`config.mk`:
```
export PLATFORM = sky130hd
export DESIGN_NAME = servo_pwm_gen
export DESIGN_NICKNAME = d
export VERILOG_FILES = /design/src/rtl/servo_pwm_gen.sv
export SDC_FILE = /design/constraint.sdc
export NUM_CORES = 1
export LEC_CHECK = 0
export ABC_AREA = 1
export ABC_CLOCK_PERIOD_IN_PS = 4400
export BUFFER_PORTS_ARGS = -buffer_cell sky130_fd_sc_hd__buf_2
export CAP_MARGIN = 0
export CORE_ASPECT_RATIO = 0.75
export CORE_UTILIZATION = 45
export DETAILED_ROUTE_END_ITERATION = 10
export PLACE_DENSITY = 0.71
export SLEW_MARGIN = 0
export SYNTH_ARGS = -nofsm -noshare
export SYNTH_HDL_FRONTEND = slang
export SYNTH_SLANG_ARGS = --single-unit
```
`constraint.sdc`:
```
create_clock -name clk -period 4.4 [get_ports clk]
set_input_delay 0.88 -clock clk [delete_from_list [all_inputs] [get_ports clk]]
set_output_delay 0.88 -clock clk [all_outputs]
set_load 0.01 [all_outputs]
```
`src/rtl/servo_pwm_gen.sv`:
```
// servo_pwm_gen: four-channel servo PWM generator.
// Each frame begins by capturing the four joint angles into shadow registers.
// One high pulse per channel follows, with width PULSE_MIN + angle*STEP_CYCLES.
// Because the widths come from the shadow copies, a pulse in flight never changes.
module servo_pwm_gen #(
  parameter int FRAME_CYCLES = 2000000,
  parameter int PULSE_MIN    = 100000,
  parameter int STEP_CYCLES  = 392,
  parameter int CNT_W        = $clog2(FRAME_CYCLES)
) (
  input  logic       clk,
  input  logic       rst_n,
  input  logic       enable,
  input  logic [7:0] angle_base,
  input  logic [7:0] angle_shoulder,
  input  logic [7:0] angle_elbow,
  input  logic [7:0] angle_gripper,
  output logic [3:0] pwm_out,
  output logic       frame_start,
  output logic       active
);

  typedef enum logic {
    IDLE = 1'b0,
    RUN  = 1'b1
  } state_t;

  localparam logic [CNT_W-1:0] CNT_LAST = CNT_W'(FRAME_CYCLES - 1);

  state_t           state_q, state_d;
  logic [CNT_W-1:0] frame_cnt_q, frame_cnt_d;
  logic [3:0]       pwm_q, pwm_d;
  logic             frame_start_q, frame_start_d;
  logic             active_q, active_d;
  logic [3:0][7:0]  shadow_q, shadow_d;

  logic [3:0][7:0]  angle_in;
  logic [3:0][31:0] width;
  logic [31:0]      cnt_ext;

  // Gather the angle inputs in channel order so they match the pwm_out bit positions.
  always_comb begin
    angle_in[0] = angle_base;
    angle_in[1] = angle_shoulder;
    angle_in[2] = angle_elbow;
    angle_in[3] = angle_gripper;
  end

  // Pulse widths from the shadow angles, computed at 32 bits so the largest value never truncates.
  always_comb begin
    cnt_ext = 32'(frame_cnt_q);
    for (int i = 0; i < 4; i++) begin
      width[i] = 32'(PULSE_MIN) + (32'(shadow_q[i]) * 32'(STEP_CYCLES));
    end
  end

  // Frame sequencing: decide whether a frame starts at the boundary, advance the counter,
  // and end each channel's pulse when the counter reaches that channel's width.
  always_comb begin
    state_d       = state_q;
    frame_cnt_d   = frame_cnt_q;
    pwm_d         = pwm_q;
    frame_start_d = 1'b0;
    shadow_d      = shadow_q;
    if (frame_cnt_q == '0) begin
      if (enable) begin
        shadow_d      = angle_in;
        pwm_d         = 4'b1111;
        frame_start_d = 1'b1;
        frame_cnt_d   = CNT_W'(1);
        state_d       = RUN;
      end else begin
        state_d = IDLE;
        pwm_d   = 4'b0000;
      end
    end else begin
      if (frame_cnt_q == CNT_LAST) begin
        frame_cnt_d = '0;
      end else begin
        frame_cnt_d = frame_cnt_q + CNT_W'(1);
      end
      for (int i = 0; i < 4; i++) begin
        if (cnt_ext == width[i]) begin
          pwm_d[i] = 1'b0;
        end
      end
    end
    active_d = (state_d == RUN);
  end

  // State, counter, shadow and output registers, cleared synchronously by rst_n.
  always_ff @(posedge clk) begin
    if (!rst_n) begin
      state_q       <= IDLE;
      frame_cnt_q   <= '0;
      pwm_q         <= 4'b0000;
      frame_start_q <= 1'b0;
      active_q      <= 1'b0;
      shadow_q      <= '0;
    end else begin
      state_q       <= state_d;
      frame_cnt_q   <= frame_cnt_d;
      pwm_q         <= pwm_d;
      frame_start_q <= frame_start_d;
      active_q      <= active_d;
      shadow_q      <= shadow_d;
    end
  end

  assign pwm_out     = pwm_q;
  assign frame_start = frame_start_q;
  assign active      = active_q;

endmodule

```
======== After elaboration in Yosys (flattened, before gate mapping) ========
Cells that the tools add are included.
W data, S select, Z words.
word-level totals
  bits in registers ....................... 59
  input bits .............................. 35
  output and inout port bits .............. 6
  word-level logic and storage cells ...... 43
operators by class
  $add $sub $neg .......................... 5
  $mul .................................... 4
  eq/ne operators ......................... 6
  multiplexer cells ....................... 10
  reductions and logical operators ........ 7
operators with widths
  cell                      number
  $eq A21 B18 Y1            4
  $add A17 B17 Y18 const A  4
  $mux W21                  3
  $mul A8 B6 Y14 const B    4
  $add A21 B1 Y21 const B   1
  $eq A21 B21 Y1 const B    1
  $logic_not A21 Y1         1
  $mux W4                   2
  $reduce_bool A2 Y1        4
  $mux W1                   5
  $reduce_and A2 Y1         2
  $ne A2 B2 Y1 const B      1

======== Depth between registers and ports, before layout ========
  depth after elaboration ................. 5
  depth in mapped cells ................... 23
  depth with buffers taken out ............ 23

======== Worst setup path before layout ========
OpenSTA, ideal clock, no wires.
  kind .................................... flip-flop to flip-flop
  start point ............................. register shadow_q[9] (netlist name)
  end point ............................... register pwm_q[1] (netlist: pwm_out[1])
  setup time .............................. 0.115 ns
  arrival time ............................ 3.037 ns
  slack ................................... 1.248 ns
  stages on the path, launching flop included .. 20
  path buffers ............................ 0
  clock period less this slack ............ 3.152 ns
  cell sequence ........................... dfxtp_1 > ha_1 > fa_1 > ha_1 > ha_1 > fa_1 > nand2_1 > inv_1 > nor2_1 > nand2_1 > nor2_1 > nand2_1 > nand2_1 > nand2_1 > nand2_1 > nand3_1 > nor2_1 > nand4_1 > nand2_1 > nand2_1
on the way
  cells in the longest elaborated chain, start to end .. 4
ends and longest elaborated chain
  item                          line  source
  from (decl)                   35    logic [3:0][7:0] shadow_q, shadow_d;
  from (signal assigned)        106   shadow_q <= shadow_d;
  $mul A8 B6 Y14                53    width[i] = 32'(PULSE_MIN) + (32'(shadow_q[i]) * 32'(STEP_CYCLES));
  $add A17 B17 Y18              53
  $eq A21 B18 Y1                83    if (cnt_ext == width[i]) begin
  $reduce_bool A2 Y1 (no line)  n/a
  to (signal assigned)          103   pwm_q <= pwm_d;
  to (decl)                     32    logic [3:0] pwm_q, pwm_d;
Every way passes these cells.
A chain may end at the register's enable or synchronous reset.

======== Worst setup path after layout ========
Ends and elaborated chain as after synthesis.

==> flow_summary.ini <==
[global_route]
grt_max_degree = 40
grt_first_pass_wirelength_mm = 31.8
grt_util_all_layers = 0.239
antenna_found_initial = 0
overflow = 0
grt_pass1_vias = 6573

[routing]
vias = 7377
dr.pass1.iters = 7
wl_per_cell_um = 14.0
vias_per_cell = 5.25
antenna_left = 0
drt-total-wl_mm = 19.6
drt_iter0_drc = 626
drc = 0

[synthesis]
synthTopCellsByArea = ha_1, nand2_1, dfxtp_1
seq_area_frac_synth = 0.162
synth_top_area_frac = 0.200
syn-instance-count = 1167
synthDistinctLibCells = 42
syn_area_sq_mm = 0.00731
synth-edff-count = 0
synthFlopType = dfxtp_1
yosys.area.top_type = ha_1
async_flop_share = 0
synth_common_cells = nand2_1, inv_1, nand3_1
postSynthAreaPerCell_sq_um = 6.27
synth-seq-cells = 59
synthMostInstantiatedCell = nand2_1
yosys_warnings = 0
syn-num-nets = 1331

[power_and_ir_drop]
p_sw_uw = 1880
pwr_density_cell_mw_per_mm2 = 485
combPwrFrac = 0.633
p_int_uw = 1960
p_sw_frac = 0.490
vdd_drop_max_uv = 258
p_clk_frac = 0.186
p_seq_frac = 0.181
power_leakage_uw = 0.00445

[finish]
stdcell_area_sq_mm = 0.00791
diodes = 0
drive_above_1_share = 0.0667
nets = 1358
area_delta_synth_final_pct = 8.13
final_cells = 1404

[sta]
worst_pin_slew_ns = 0.960
setup_tns_ns = 0
timing.final.crit_share = 0.792
rsz0062_at_grt = no
relSlewSlack = 0.351
slew_violations = 0
skew_ns = 0.00881
fmax_mhz = 287
fin_crit_ns = 3.48
finalHoldViolCount = 0
setup_viol = 0

[setup_path]
crit_type = register to register
critPathLaunchType = register
crit_top_cell = nand2_1
endpoint_kind = register
worstPathRequired_ns = 4.61
worstSetupStartpoint = shadow_q[9]
crit_fanout = 5
cp_cell_sequence = ha_1 -> fa_1 -> ha_1 -> ha_1 -> fa_1 -> nand2_1 -> inv_1 -> nor2_1 -> nand2_1 -> nor2_1 -> nand2_1 -> nand2_1 -> nand2_1 -> nand2_1 -> nand3_1 -> nor2_1 -> nand4_1 -> nand2_1 -> nand2_1
reg2reg_from = shadow_q[9]
cpPeakStageDelay_ns = 0.46
crit_slowest_cell = fa_1
crit_arrival_ns = 3.69

[clock_network]
cts_root_buf = clkbuf_16
clk_pin_slew_worst_paths_ns = 0.05
cts_setup_buffers = 0
cts_hold_buf = 0
cts.sinks = 59
cts_resized = 0
htreeDepth = 3
clk_latency_ns = 0.33
ctsLongestPathBuffers = 2
cts_tree = yes
cts-buffers-inserted = 9

[floorplanning]
die_h_um = 112
io_pins = 41
initial_core_util = 0.470
num_rows = 39
core_area_sq_mm = 0.0156
dieWidth_um = 149
die-area_sq_mm = 0.0168

[place]
place_congestion = 1.01
portBuffers = 40
dpl-instance-area_sq_mm = 0.00761
placed_cells = 1388
hpwl_mm = 15.3

[run]
maxCapViolations = 0

[min_path]
worstHoldStart = frame_cnt_q[0]
min_path_type = register to register

[status]
status = completed
critical path: cells and delay by family, from the launching register on:
family        cells  cell delay (ns)
flops             1             0.41
fa+ha+maj         5             1.72
buf+inv           1             0.04
simple gates     13             1.20
sequential cells by signal (all words and copies together) (netlist names):
name         count
shadow_q        32
frame_cnt_q     21
frame_start      1
pwm_out          4
active           1
stage by stage:
stage | setup WS [ns] | util | power (uW) | hold WS (ns)
2_1_floorplan | 1.25 | - | 2650 | 0.474
5_1_grt | 0.588 | 0.508 | 4270 | 0.542
3_3_place_gp | 0.953 | 0.489 | 3060 | 0.491
6_report | 0.916 | 0.508 | 3840 | 0.500
3_5_place_dp | 0.938 | 0.489 | 3100 | 0.495
4_1_cts | 0.910 | 0.508 | 3840 | 0.504
cells in the final DEF (no fill, tap or decap), types with 2 or more instances in the layout:
cell type,count
nand3_1,118
nand2_1,366
fa_1,12
inv_1,154
buf_2,40
xor2_1,14
a21oi_2,2
nand2_2,5
nor4_1,9
nor3b_1,2
ha_1,117
xnor2_1,5
nor3_1,26
dfxtp_1,59
nor2_1,102
clkbuf_16,9
o21ai_0,29
clkbuf_1,2
clkinvlp_4,2
nand3b_1,7
nand4_1,32
nor2_2,2
or2_2,3
o21ai_1,13
nor3_2,3
a21oi_1,43
o21ai_2,2
buf_4,2
clkinv_1,2
cells by family (layout without fill, tap and decap cells):
group | count (synthesis) | count (layout) | synth area share
buffers and inverters | 184 | 216 | 0.105
AO/OA/AOI/OAI | 96 | 96 | 0.0719
adder cells (fa/ha/maj) | 129 | 129 | 0.233
AND/OR/NAND/NOR | 680 | 680 | 0.406
flip-flops | 59 | 59 | 0.162
XOR/XNOR | 19 | 19 | 0.0228
power groups by stage:
stage / clock network, uW / logic, uW / registers, uW
floorplan: 0 / 1970 / 683
global placement: 0 / 2360 / 702
detailed placement: 0 / 2400 / 705
CTS: 718 / 2430 / 694
global route: 744 / 2820 / 705
finish: 714 / 2430 / 693
routing by layer:
layer	part of all wire	global-route usage	up-vias	wire length, um
met5	0.0041	0.0235	-	81
met4	0.022	0.0510	4	437
met3	0.085	0.0569	60	1670
met2	0.40	0.358	259	7800
met1	0.49	0.344	3193	9640
li1	-	-	3861	-
layout make-up:
cell class	instances	area (sq um)
Sequential cell	59	1180
Fill cell	1622	7660
Clock inverter	4	50.0
Inverter	158	596
Tap cell	205	256
Clock buffer	12	246
Multi-Input combinational cell	924	5360
Timing Repair Buffer	42	215
worst paths after layout:
check,endpoint,slack [ns],cells past startpoint
worst max-delay path,pwm_out[1],0.92,19
worst min-delay path,frame_cnt_q[0],0.50,2
worst max register to register,pwm_out[1],0.92,19
worst min register to register,frame_cnt_q[0],0.50,2
Note: power is estimated with default switching activity, not from simulation.
